===== src/rtl/cmp_pkg.sv =====
// Shared definitions for the comparator relation tracker.
//   rel_t      : 2-bit relation code (NONE/EQ/GT/LT)
//   state_t    : tracker FSM state encoding
//   CAND_W     : width of the candidate agreement counter (covers HOLD up to 15)
//   rel_rank() : orders relations LT < EQ < GT for rise/fall detection
package cmp_pkg;

  typedef logic [1:0] rel_t;

  localparam rel_t REL_NONE = 2'b00;
  localparam rel_t REL_EQ   = 2'b01;
  localparam rel_t REL_GT   = 2'b10;
  localparam rel_t REL_LT   = 2'b11;

  typedef enum logic {
    ST_IDLE   = 1'b0,
    ST_STABLE = 1'b1
  } state_t;

  localparam int CAND_W = 4;

  // NONE never takes part in a rank comparison; it maps to 0 only so the
  // function is total.
  function automatic logic [1:0] rel_rank(input rel_t r);
    case (r)
      REL_LT:  return 2'd0;
      REL_EQ:  return 2'd1;
      REL_GT:  return 2'd2;
      default: return 2'd0;
    endcase
  endfunction

endpackage


===== src/rtl/cmp_tracker_if.sv =====
// Bundle between the comparator and the relation tracker.
//   in_valid, y1 (eq), y2 (gt), y3 (lt) : comparator sample, driven by master
//   rel, rel_valid, rise, fall,
//   run_len, err                        : tracker status, driven by slave
// Modports: master = sample source / status consumer, slave = tracker.
interface cmp_tracker_if
  import cmp_pkg::*;
#(
  parameter int CNT_W = 8
);

  logic             in_valid;
  logic             y1;
  logic             y2;
  logic             y3;
  rel_t             rel;
  logic             rel_valid;
  logic             rise;
  logic             fall;
  logic [CNT_W-1:0] run_len;
  logic             err;

  modport master (
    output in_valid, y1, y2, y3,
    input  rel, rel_valid, rise, fall, run_len, err
  );

  modport slave (
    input  in_valid, y1, y2, y3,
    output rel, rel_valid, rise, fall, run_len, err
  );

endinterface


===== src/rtl/cmp_decode.sv =====
// Combinational decode of the comparator's one-hot relation flags.
//   y1, y2, y3 : equal / greater / less flags
//   code       : REL_EQ / REL_GT / REL_LT for a legal one-hot input, else REL_NONE
//   illegal    : high when zero or more than one flag is set
module cmp_decode
  import cmp_pkg::*;
(
  input  logic y1,
  input  logic y2,
  input  logic y3,
  output rel_t code,
  output logic illegal
);

  always_comb begin
    code    = REL_NONE;
    illegal = 1'b0;
    case ({y1, y2, y3})
      3'b100:  code = REL_EQ;
      3'b010:  code = REL_GT;
      3'b001:  code = REL_LT;
      default: illegal = 1'b1;
    endcase
  end

endmodule


===== src/rtl/cmp_tracker.sv =====
// Debounces the comparator relation and reports the stable result.
//   clk, rst  : single clock, synchronous active-high reset
//   bus.slave : in_valid/y1/y2/y3 in; rel, rel_valid, rise, fall,
//               run_len, err out (all registered)
// A relation commits after HOLD consecutive agreeing valid samples. rise/fall
// pulse on rank changes of the committed relation (LT < EQ < GT), run_len
// counts matching samples since the last commit, err flags illegal flag sets.
module cmp_tracker
  import cmp_pkg::*;
#(
  parameter int HOLD  = 3,
  parameter int CNT_W = 8
)(
  input  logic         clk,
  input  logic         rst,
  cmp_tracker_if.slave bus
);

  localparam logic [CAND_W-1:0] HOLD_C = CAND_W'(HOLD);
  // run_len is loaded with HOLD on commit, clipped to what CNT_W can hold.
  localparam logic [CNT_W-1:0] HOLD_RUN =
    (longint'(HOLD) >= (longint'(1) << CNT_W)) ? {CNT_W{1'b1}} : CNT_W'(HOLD);

  function automatic logic [CNT_W-1:0] sat_inc_run(input logic [CNT_W-1:0] x);
    return (x == {CNT_W{1'b1}}) ? x : x + CNT_W'(1);
  endfunction

  function automatic logic [CAND_W-1:0] sat_inc_cand(input logic [CAND_W-1:0] x);
    return (x >= HOLD_C) ? HOLD_C : x + CAND_W'(1);
  endfunction

  rel_t code_p0;
  logic illegal_p0;

  cmp_decode u_decode (
    .y1      (bus.y1),
    .y2      (bus.y2),
    .y3      (bus.y3),
    .code    (code_p0),
    .illegal (illegal_p0)
  );

  state_t            state_p1,   state_nxt;
  rel_t              cand_p1,    cand_nxt;
  logic [CAND_W-1:0] cand_cnt_p1, cand_cnt_nxt;
  rel_t              rel_p1,     rel_nxt;
  logic [CNT_W-1:0]  run_len_p1, run_len_nxt;
  logic              rise_p1,    rise_nxt;
  logic              fall_p1,    fall_nxt;
  logic              err_p1,     err_nxt;

  // ---- p0: decoded sample -> next state ----
  always_comb begin
    logic [CAND_W-1:0] cnt_upd;
    logic              commit;

    state_nxt    = state_p1;
    cand_nxt     = cand_p1;
    cand_cnt_nxt = cand_cnt_p1;
    rel_nxt      = rel_p1;
    run_len_nxt  = run_len_p1;
    rise_nxt     = 1'b0;
    fall_nxt     = 1'b0;
    err_nxt      = 1'b0;
    cnt_upd      = '0;
    commit       = 1'b0;

    if (bus.in_valid) begin
      if (illegal_p0) begin
        // An illegal sample breaks the candidate run but keeps its code, so
        // the following legal sample restarts the count at 1.
        err_nxt      = 1'b1;
        cand_cnt_nxt = '0;
      end else begin
        if (code_p0 == cand_p1) begin
          cnt_upd = sat_inc_cand(cand_cnt_p1);
        end else begin
          cand_nxt = code_p0;
          cnt_upd  = CAND_W'(1);
        end
        cand_cnt_nxt = cnt_upd;

        commit = (cnt_upd == HOLD_C) &&
                 ((state_p1 == ST_IDLE) || (code_p0 != rel_p1));

        if (commit) begin
          rel_nxt     = code_p0;
          run_len_nxt = HOLD_RUN;
          state_nxt   = ST_STABLE;
          if (state_p1 == ST_STABLE) begin
            rise_nxt = rel_rank(code_p0) > rel_rank(rel_p1);
            fall_nxt = rel_rank(code_p0) < rel_rank(rel_p1);
          end
        end else if ((state_p1 == ST_STABLE) && (code_p0 == rel_p1)) begin
          run_len_nxt = sat_inc_run(run_len_p1);
        end
      end
    end
  end

  // ---- p1: registered tracker state and outputs ----
  always_ff @(posedge clk) begin
    if (rst) begin
      state_p1    <= ST_IDLE;
      cand_p1     <= REL_NONE;
      cand_cnt_p1 <= '0;
      rel_p1      <= REL_NONE;
      run_len_p1  <= '0;
      rise_p1     <= 1'b0;
      fall_p1     <= 1'b0;
      err_p1      <= 1'b0;
    end else begin
      state_p1    <= state_nxt;
      cand_p1     <= cand_nxt;
      cand_cnt_p1 <= cand_cnt_nxt;
      rel_p1      <= rel_nxt;
      run_len_p1  <= run_len_nxt;
      rise_p1     <= rise_nxt;
      fall_p1     <= fall_nxt;
      err_p1      <= err_nxt;
    end
  end

  assign bus.rel       = rel_p1;
  assign bus.rel_valid = (state_p1 == ST_STABLE);
  assign bus.rise      = rise_p1;
  assign bus.fall      = fall_p1;
  assign bus.run_len   = run_len_p1;
  assign bus.err       = err_p1;

endmodule


===== src/flat_wrapper.sv =====
// flat-port wrapper written by rule: the top's interface ports become plain ports
module cmp_tracker_flat import cmp_pkg::*;
#(
  parameter int HOLD  = 3,
  parameter int CNT_W = 8
)
  (clk, rst, bus_in_valid, bus_y1, bus_y2, bus_y3, bus_rel, bus_rel_valid, bus_rise, bus_fall, bus_run_len, bus_err);
  cmp_tracker_if #(.CNT_W(CNT_W)) bus_i ();
  input  logic clk;
  input  logic rst;
  input wire logic [$bits(bus_i.in_valid)-1:0] bus_in_valid;
  input wire logic [$bits(bus_i.y1)-1:0] bus_y1;
  input wire logic [$bits(bus_i.y2)-1:0] bus_y2;
  input wire logic [$bits(bus_i.y3)-1:0] bus_y3;
  output wire logic [$bits(bus_i.rel)-1:0] bus_rel;
  output wire logic [$bits(bus_i.rel_valid)-1:0] bus_rel_valid;
  output wire logic [$bits(bus_i.rise)-1:0] bus_rise;
  output wire logic [$bits(bus_i.fall)-1:0] bus_fall;
  output wire logic [$bits(bus_i.run_len)-1:0] bus_run_len;
  output wire logic [$bits(bus_i.err)-1:0] bus_err;
  assign bus_i.in_valid = bus_in_valid;
  assign bus_i.y1 = bus_y1;
  assign bus_i.y2 = bus_y2;
  assign bus_i.y3 = bus_y3;
  assign bus_rel = bus_i.rel;
  assign bus_rel_valid = bus_i.rel_valid;
  assign bus_rise = bus_i.rise;
  assign bus_fall = bus_i.fall;
  assign bus_run_len = bus_i.run_len;
  assign bus_err = bus_i.err;
  cmp_tracker #(.HOLD(HOLD), .CNT_W(CNT_W)) u_core (.clk(clk), .rst(rst), .bus(bus_i));
endmodule

===== config.mk =====
export PLATFORM = sky130hd
export DESIGN_NAME = cmp_tracker_flat
export DESIGN_NICKNAME = d
export VERILOG_FILES = /design/src/rtl/cmp_pkg.sv /design/src/rtl/cmp_tracker_if.sv /design/src/rtl/cmp_decode.sv /design/src/rtl/cmp_tracker.sv /design/src/flat_wrapper.sv
export SDC_FILE = /design/constraint.sdc
export NUM_CORES = 1
export LEC_CHECK = 0
export ABC_AREA = 1
export CAP_MARGIN = 30
export CELL_PAD_IN_SITES_DETAIL_PLACEMENT = 0
export CELL_PAD_IN_SITES_GLOBAL_PLACEMENT = 1
export CORE_ASPECT_RATIO = 0.75
export CORE_MARGIN = 2
export CORE_UTILIZATION = 30
export DETAILED_ROUTE_END_ITERATION = 16
export HOLD_SLACK_MARGIN = 0.12
export PLACE_DENSITY_LB_ADDON = 0.1
export SYNTH_ARGS = -nofsm -noshare
export SYNTH_HDL_FRONTEND = slang
export SYNTH_SLANG_ARGS = --single-unit

===== constraint.sdc =====
create_clock -name clk -period 4.15 [get_ports clk]
set_input_delay 0.415 -clock clk [delete_from_list [all_inputs] [get_ports clk]]
set_output_delay 0.415 -clock clk [all_outputs]
set_load 0.05 [all_outputs]

# Yosys cells after proc, flatten, opt, wreduce, memory -nomap -nowiden
# Cells that the tools add are included.
# totals
inputBits,6
regBits,20
output_inout_bits,14
# op_classes
n_eq_ne,13
mux,20
add_sub_neg,2
reduce_logical,10
bitwise_logic,5
magnitude_cmp,3
# op_table
op,n
8-bit two-way mux,3
4-bit two-way mux,5
2-bit two-way mux,8
8-bit by 1-bit adder with 8-bit output (second input constant),1
8-bit == test (second input constant),1
2-bit one-hot mux with 2 select lines,2
2-bit one-hot mux with 3 select lines,1
3-bit AND reduction,2
1-bit inverter,5
5-bit OR reduction,1
4-bit by 1-bit adder with 4-bit output (second input constant),1
2-bit by 1-bit == test with 1-bit output (second input constant),2
2-bit == test,2
2-bit == test (second input constant),2
4-bit by 2-bit == test with 1-bit output (second input constant),1
4-bit by 2-bit >= comparator with 1-bit output (second input constant),1
4-bit AND reduction,1
3-bit by 1-bit == test with 1-bit output (second input constant),1
3-bit by 2-bit == test with 1-bit output (second input constant),1
3-bit == test (second input constant),1
3-bit OR reduction,1
2-bit > comparator,1
1-bit logical AND,2
2-bit < comparator,1
6 further kinds,6

# Logic depth before layout (Yosys ltp)
# Gate-level depths: netlist of run 1.
# depth
word_depth,12
ltp_mapped,12

# Cells and area by module
# A second synthesis of run 1 with hierarchy kept.
# unflattened
cells_unflattened,174
hier_area_um2,1142.3
# by_module_without_submodules
module,instances,area_per_inst_um2,seq_area_each_um2,cells_per_inst
cmp_tracker,1,1097.3,400.4,164
cmp_decode,1,45.0,0.0,10

# Worst setup path before layout of run 1
# No wires, ideal clock.
# synth_timing
kind,flip-flop to flip-flop
startpoint,register u_core.run_len_p1[0] (netlist: u_core.bus.run_len[0])
endpoint,register u_core.run_len_p1[0] (netlist: u_core.bus.run_len[0])
arrival_time_ps,1683
setup_slack_ps,2334
setup_ps,132
path_stages_with_launch,10
cell_sequence,dfxtp_1 > ha_1 > nand2_1 > inv_1 > nand3_1 > nor2_1 > nor2_2 > nand2_4 > xor2_1 > a21oi_1
# synth_via
elab_chain_len,4
elab_cells_between_ends,7
cone_classes,add/sub: 1; eq/ne: 2; mux: 3; reduce/logical: 1
# synth_lines
item,line,rtl
from (decl),cmp_tracker.sv:47,"logic [CNT_W-1:0] run_len_p1, run_len_nxt;"
from (signal assigned),cmp_tracker.sv:117,run_len_p1 <= run_len_nxt;
8-bit by 1-bit adder with 8-bit output,cmp_tracker.sv:25,return (x == {CNT_W{1'b1}}) ? x : x + CNT_W'(1);
8-bit two-way mux,cmp_tracker.sv:25,
8-bit two-way mux,cmp_tracker.sv:94,end else if ((state_p1 == ST_STABLE) && (code_p0 == rel_p1)) begin
8-bit two-way mux,cmp_tracker.sv:86,if (commit) begin
# Parallel ways exist; a longest one is shown, timed or not. The select of a mux whose other input is x is not followed.
# A chain may end at the register's enable or synchronous reset.

# Worst setup path after layout of run 1
# layout_timing
startpoint,input bus_y1
endpoint,register u_core.rise_p1 (netlist: u_core.bus.rise)
# layout_via
elab_chain_len,10
elab_cells_between_ends,24
cone_classes,order compare: 1; eq/ne: 8; mux: 9; bitwise: 2; reduce/logical: 4
# layout_lines
item,line,rtl
from (decl),flat_wrapper.sv:12,input wire logic [$bits(bus_i.y1)-1:0] bus_y1;
"parallel branches: the longest is 10 deep, another holds 2-bit > comparator",n/a,
to (signal assigned),cmp_tracker.sv:118,rise_p1 <= rise_nxt;
to (decl),cmp_tracker.sv:48,"logic rise_p1, rise_nxt;"
# Several ways; the timed one is not identified. The select of a mux whose other input is x is not followed.

==> flow_summary.rst, run 1 <==
.. list-table::
   :header-rows: 1

   * - Metric
     - Value
   * - Clock tree from TritonCTS
     - yes
   * - CTS buffer count
     - 3
   * - FMAX
     - 0.492 GHz
   * - Effective utilization at floorplan
     - 0.317
   * - Post-layout power
     - 0.376 mW
   * - Worst endpoint data arrival time
     - approximately 2.2 ns
   * - Proportion of synthesized chip area in sequential cells
     - 0.340
   * - Core box area
     - 3710 um2
   * - WP buf/inv
     - 3
   * - Wire length per cell
     - 11.8 um
   * - Cell type contributing the most total cell area after synthesis
     - dfxtp_1
   * - Clk_skew
     - 0.00420 ns
   * - Overflow after GRT
     - 0
   * - Clock net sink count
     - 20
   * - Final cell count without fillers
     - 227
   * - Count of distinct cell types in the synthesized netlist
     - 26
   * - Slowest cell delay on critical path
     - around 0.46 ns
   * - CP Data Required Time
     - around 4.3 ns
   * - Final setup violation count
     - 0
   * - Global-route wire length before repair
     - 4540 um
   * - P_leak
     - 0.588 nW
   * - Clk_lat worst skew
     - 0.26 ns
   * - Ys Warns
     - 0
   * - Slowest-stage cell, CP
     - clkdlybuf4s50_1
   * - Number of synthesized flops with an enable pin
     - 0
   * - Post-synthesis register bit count
     - 20
   * - Mean instance size in the synthesized netlist
     - 7.55 um2
   * - Final layout net count
     - 187
   * - Most frequent cell on the critical path
     - inv_1
   * - Via total after detailed routing
     - 1038
   * - Slew at the pin closest to its max-slew limit
     - 0.708 ns
   * - Net count of the mapped netlist
     - about 170
   * - Number of ports placed on the die boundary
     - 20
   * - Result of the run
     - completed
   * - Number of core rows
     - 19
   * - Final Cycle Share
     - 0.490
   * - Die W
     - between 70 and 80 um
   * - Mapped Area
     - around 1200 um2
   * - Number of antenna violations at the first check in global routing
     - 0
   * - Post-route setup TNS
     - 0 ns
   * - RSZ-0062 raised after global routing
     - false
   * - Synth Flop Type
     - dfxtp_1
   * - Clock edge transition at the registers on the reported setup and hold paths
     - 0.07 ns
   * - Die span in y
     - 58.3 um
   * - Vias in the first global route
     - 948
   * - Gate count after technology mapping
     - 156
   * - Vias per std cell
     - 4.57
   * - Critical path class
     - in2reg
   * - Final Hold Vio Count
     - 0
   * - Setup ws final
     - 2.12 ns
   * - P per Cell Area
     - 258 nW/um2
   * - Clock Path Buffers
     - 2
   * - Most common cell in the netlist
     - nand2_1
   * - Top post-synthesis cells by area
     - dfxtp_1 34%, nand2_1 10%, a21oi_1 6.0%
   * - Startpoint types
     - primary input
   * - Gpl congestion
     - 0.720
   * - Overall routing resource usage
     - 0.132
   * - Post-CTS setup buffer count
     - 0
   * - Total length of routed wires
     - 2680 um
   * - Number of DRC markers in iteration 0
     - 33
   * - Hold/Removal Path Class
     - reg2reg
   * - Relative max-transition margin
     - 0.527
   * - HPWL after DPL
     - 2070 um
   * - I/O Buffers
     - 19
   * - Ratio of cells with drive above 1 in the final layout
     - 0.126
   * - Antenna diode count
     - 0
   * - Type of element capturing the critical path
     - flop
   * - Max-cap viol count
     - 0
   * - Layout overhead on the synthesized area
     - 23.6%
   * - Final design utilization
     - 0.392
   * - Maximum resistive drop on vdd
     - 0.186 mV
   * - Area fraction of the dominant cell type after synthesis
     - 0.340
   * - Detailed-route DRC error count
     - 0
   * - Pins Over Slew Limit
     - 0
   * - Total Die Area
     - around 4400 um2
   * - Post_cts resized
     - 0
   * - Number of detailed-route iterations in the first pass
     - 4
   * - Final critical-path required period
     - about 2.0 ns
   * - Maximum number of pins on one net before global-route repair
     - 18
   * - Kind of cell adding the most delay to the critical path
     - buffers and inverters
   * - Largest fanout on the critical path
     - 4
   * - Number of nets with antenna violations after routing
     - 0
   * - Post-synthesis async set-or-reset flop share
     - 0
   * - Total number of H-tree levels
     - 1
   * - CTS hold repair buffers
     - 0
   * - Synth cell count leaders
     - 32 x nand2_1, 20 x dfxtp_1, 16 x inv_1
   * - Placed Cells incl. Taps
     - ~220
   * - Chain of cells forming the critical path
     - clkdlybuf4s50_1 > inv_1 > nand3_2 > nand2_4 > nor2_1 > ha_1 > inv_1 > o21bai_1 > nand2_1 > nor4_2
   * - Post-Place Worst Slack
     - between 1.5 and 2 ns
   * - Clock root cell
     - clkbuf_8
routing by layer:
layer,wire [um],vias to the layer above,share of wire,track usage
met5,0,-,0,0
met4,27,0,0.010,0.0390
met3,92,4,0.034,0.0296
met2,1060,14,0.40,0.200
met1,1500,475,0.56,0.189
li1,-,545,-,-
worst paths after layout:
check             depth (start not counted)  slack, ns                          startpoint                                  to
setup / recovery                         10       2.12                              bus_y1          u_core.bus.rise$_SDFF_PP0_
hold / removal                            2       0.44  u_core.cand_cnt_p1[3]$_SDFFE_PP0P_  u_core.cand_cnt_p1[3]$_SDFFE_PP0P_
setup reg to reg                          7       2.52  u_core.cand_cnt_p1[0]$_SDFFE_PP0P_      u_core.bus.rel[1]$_SDFFE_PP0P_
hold reg to reg                           2       0.44  u_core.cand_cnt_p1[3]$_SDFFE_PP0P_  u_core.cand_cnt_p1[3]$_SDFFE_PP0P_
flip-flops by register name, summed over array words and instances, names as in the netlist:
register              count
u_core.bus.err            1
u_core.bus.fall           1
u_core.bus.rel            2
u_core.bus.rel_valid      1
u_core.bus.rise           1
u_core.bus.run_len        8
u_core.cand_cnt_p1        4
u_core.cand_p1            2
tightest hold or removal path, cell delays in order, from the launching register on:
cell and delay, ns:
dfxtp_1 0.31, nand2_1 0.06, nor2_1 0.03
cells in the final DEF (no fill, tap or decap), types with 4 or more instances in the layout:
cell	synthesis	layout
xor2_1	6	6
nand3_1	14	14
clkdlybuf4s50_1	0	19
ha_1	4	4
nor2_1	14	14
dfxtp_1	20	20
inv_1	16	16
nand2_1	32	32
nand2_2	6	6
a21oi_1	14	14
final cells by class:
class / instances / area (um2)
Fill cell: 406 / 2250
Multi-Input combinational cell: 117 / 698
Sequential cell: 20 / 400
Timing Repair Buffer: 19 / 190
Tap cell: 52 / 65.1
Inverter: 16 / 60.1
Clock buffer: 3 / 41.3
metrics by stage:
step	hold slack, ns	area, um2
after global routing	0.476	1460
final	0.440	1460
after global placement	0.429	1410
after CTS	0.442	1460
after detailed placement	0.429	1410
after floorplan	0.418	1180
cell families after synthesis:
family	Yosys count	synth area share
and+or+nand+nor	87	0.412
DFF	20	0.340
buffers and inverters	19	0.0669
AOI/OAI and AO/OA	18	0.0786
xor gates and xnor gates	8	0.0595
adders and majority gates	4	0.0425
power breakdown:
part | switching [mW] | internal [mW] | total, mW
Sequential | 0.00192 | 0.195 | 0.197
Clock | 0.0623 | 0.0646 | 0.127
Combinational | 0.0340 | 0.0178 | 0.0518
Note: power is estimated with default switching activity, not from simulation.
==> inputs of run 2 (changes only) <==
- clock period: 4.15 -> 1.8 ns (I/O delays scaled with it)
==> run 2 against run 1 <==
Sequential power is 130% higher. Worst hold slack worse by 0.048 ns. Final cell count is 8.4% higher. Via count is 4.2% higher. Critical path depth stayed put.
==> flow_summary.rst, run 2 (same netlist as run 1, synthesis figures left out) <==
.. list-table::
   :header-rows: 1

   * - Metric
     - Value
   * - Post-Place Worst Slack
     - -0.197 ns
   * - P per Cell Area
     - approximately 590 nW/um2
   * - Clock Path Buffers
     - 2
   * - Final Cycle Share
     - 0.941
   * - Number of detailed-route iterations in the first pass
     - 4
   * - Post-Place Cell Area
     - approximately 1500 um2
   * - Routed length on met2
     - 1090 um
   * - Hold path endpoint
     - u_core.cand_p1[0]$_SDFFE_PP0P_
   * - Clock edge transition at the registers on the reported setup and hold paths
     - 0.08 ns
   * - Clock root cell
     - clkbuf_8
   * - Number of nets with antenna violations after routing
     - 0
   * - Clock net sink count
     - 20
   * - Largest fanout on the critical path
     - 4
   * - Slowest cell delay on critical path
     - 0.42 ns
   * - Maximum number of pins on one net before global-route repair
     - 12
   * - Overall routing resource usage
     - 0.137
   * - Ratio of cells with drive above 1 in the final layout
     - 0.237
   * - Fill count
     - 396
   * - Global-route wire length before repair
     - 4840 um
   * - Critical path class
     - in2reg
   * - Final design utilization
     - 0.432
   * - I/O Buffers
     - 19
   * - Via total after detailed routing
     - 1082
   * - Clk_lat worst skew
     - between 0.2 and 0.3 ns
   * - Final cell area excluding filler cells
     - approximately 1600 um2
   * - Clock tree from TritonCTS
     - yes
   * - Uppermost metal layer occupied by signal nets
     - met4
   * - Final setup violation count
     - 0
   * - Setup slack of the most critical reg-to-reg path
     - ~0.23 ns
   * - Most frequent cell on the critical path
     - inv_1
   * - FF-to-FF End
     - u_core.bus.rise$_SDFF_PP0_
   * - Clk_skew
     - 0.00512 ns
   * - Overflow after GRT
     - 0
   * - Type of element capturing the critical path
     - flop
   * - Layout overhead on the synthesized area
     - 36.0%
   * - Vias in the first global route
     - 1069
   * - CP Data Required Time
     - 1.97 ns
   * - Sum of routed wire segments on met1
     - approximately 1500 um
   * - Post-CTS setup buffer count
     - 0
   * - CTS buffer count
     - 3
   * - Critical register-to-register path startpoint
     - u_core.cand_cnt_p1[0]$_SDFFE_PP0P_
   * - Total Die Area
     - around 4400 um2
   * - HPWL after DPL
     - 2170 um
   * - Effective utilization at floorplan
     - 0.317
   * - Number of cells traversed by the worst register-to-register path
     - 7
   * - FMAX
     - slightly below 0.6 GHz
   * - Final layout net count
     - 205
   * - Relative max-transition margin
     - 0.663
   * - Worst endpoint data arrival time
     - 1.86 ns
   * - Final critical-path required period
     - 1.69 ns
   * - Total number of H-tree levels
     - 1
   * - Gpl congestion
     - 0.783
   * - Number of antenna violations at the first check in global routing
     - 0
   * - Startpoint types
     - primary input
   * - Number of flip-flops in the largest register
     - 8
   * - Die span in y
     - 58.3 um
   * - P_leak
     - a little under 0.7 nW
   * - WP buf/inv
     - 3
   * - Maximum resistive drop on vdd
     - 0.445 mV
   * - Chain of cells forming the critical path
     - clkdlybuf4s50_1 > inv_1 > nand3_2 > nand2_4 > nor2_1 > ha_1 > inv_1 > o21bai_1 > nand2_1 > nor4_2
   * - Result of the run
     - completed
   * - Kind of cell adding the most delay to the critical path
     - simple AND/OR/NAND/NOR gates
   * - Slowest-stage cell, CP
     - clkdlybuf4s50_1
   * - Core box area
     - roughly 3700 um2
   * - Number of core rows
     - 19
   * - Wire length per cell
     - roughly 11 um
   * - Final Hold Vio Count
     - 0
   * - Vias per std cell
     - 4.40
   * - Detailed-routed wire length on met3
     - 128 um
   * - Highest-count cells in the layout ignoring fill and taps
     - 32 x nand2_1, 21 x buf_4, 18 x dfxtp_1
   * - Post-layout power
     - 0.945 mW
   * - Slew at the pin closest to its max-slew limit
     - roughly 0.50 ns
   * - Number of ports placed on the die boundary
     - 20
   * - Antenna diode count
     - 0
   * - Total length of routed wires
     - 2730 um
   * - Max-cap viol count
     - 0
   * - Min-Delay Path Depth
     - 5
   * - Most frequent standard cell in the layout excluding fill and tap cells
     - nand2_1
   * - Setup ws final
     - 0.106 ns
   * - Smallest hold slack
     - 0.392 ns
   * - Number of DRC markers in iteration 0
     - 54
   * - Die W
     - approximately 76 um
   * - Hold Crit Start
     - bus_y3
   * - Hold/Removal Path Class
     - in2reg
   * - Pins Over Slew Limit
     - 0
   * - Detailed-route DRC error count
     - 0
[run 2: cell count changes in the layout (fill, tap and decap cells not counted)]
cell | previous run | this run
buf_4 | 0 | 21
clkdlybuf4s50_1 | 19 | 15
dfxtp_1 | 20 | 18
dfxtp_2 | 0 | 2
clkbuf_8 | 3 | 4
dlymetal6s2s_1 | 0 | 1
[run 2: worst max-delay path by stage]
stage | start | to | cells past startpoint
finish | bus_y1 | u_core.bus.rise$_SDFF_PP0_ | 10
detailed placement | bus_y3 | u_core.bus.fall$_SDFF_PP0_ | 10
global route | bus_y2 | u_core.bus.run_len[1]$_SDFFE_PP0P_ | 12
floorplan | u_core.bus.rel[1]$_SDFFE_PP0P_ | u_core.bus.rise$_SDFF_PP0_ | 6
global placement | bus_y3 | u_core.bus.run_len[4]$_SDFFE_PP0P_ | 11
CTS | bus_y3 | u_core.bus.rise$_SDFF_PP0_ | 10
[run 2: cell type report]
type | instances | area [um2] | share of cell area
multi-input combinational | 117 | 698 | 0.436
tap | 52 | 65.1 | 0.0406
sequential | 20 | 403 | 0.252
clock buffer | 4 | 55.1 | 0.0344
inverter | 16 | 60.1 | 0.0375
timing repair buffer | 37 | 320 | 0.200
[run 2: report_power, final]
part           internal (mW)  switching (mW)  total (mW)
logic                 0.0628          0.0837       0.146
clock network          0.195           0.150       0.345
registers              0.449         0.00452       0.454
total                  0.707           0.238       0.945
[run 2: repair_timing]
action / in CTS / in global routing
gates resized for setup: 0 / 1
hold buffers: 0 / 0
hold endpoints to repair: 0 / 0
endpoints found under the setup margin: 0 / 11
[run 2: layer usage]
layer | GRT usage | vias up
li1 | - | 582
met1 | 0.190 | 478
met2 | 0.210 | 20
met3 | 0.0405 | 2
met4 | 0.0338 | 0
met5 | 0 | -
[run 2: worst reg2reg max path: cells and delay by family, from the launching register on]
family | cells | cell delay [ns]
adder cells (fa/ha/maj) | 1 | 0.28
AND/OR/NAND/NOR | 5 | 0.69
buffers and inverters | 1 | 0.19
flip-flops | 1 | 0.33
[run 2: stage by stage]
stage | cells | setup TNS (ns)
after global routing | 246 | -0.000804
after detailed placement | 242 | -2.04
final | 246 | 0
after global placement | 242 | -1.60
after floorplan | 156 | 0
after CTS | 246 | 0
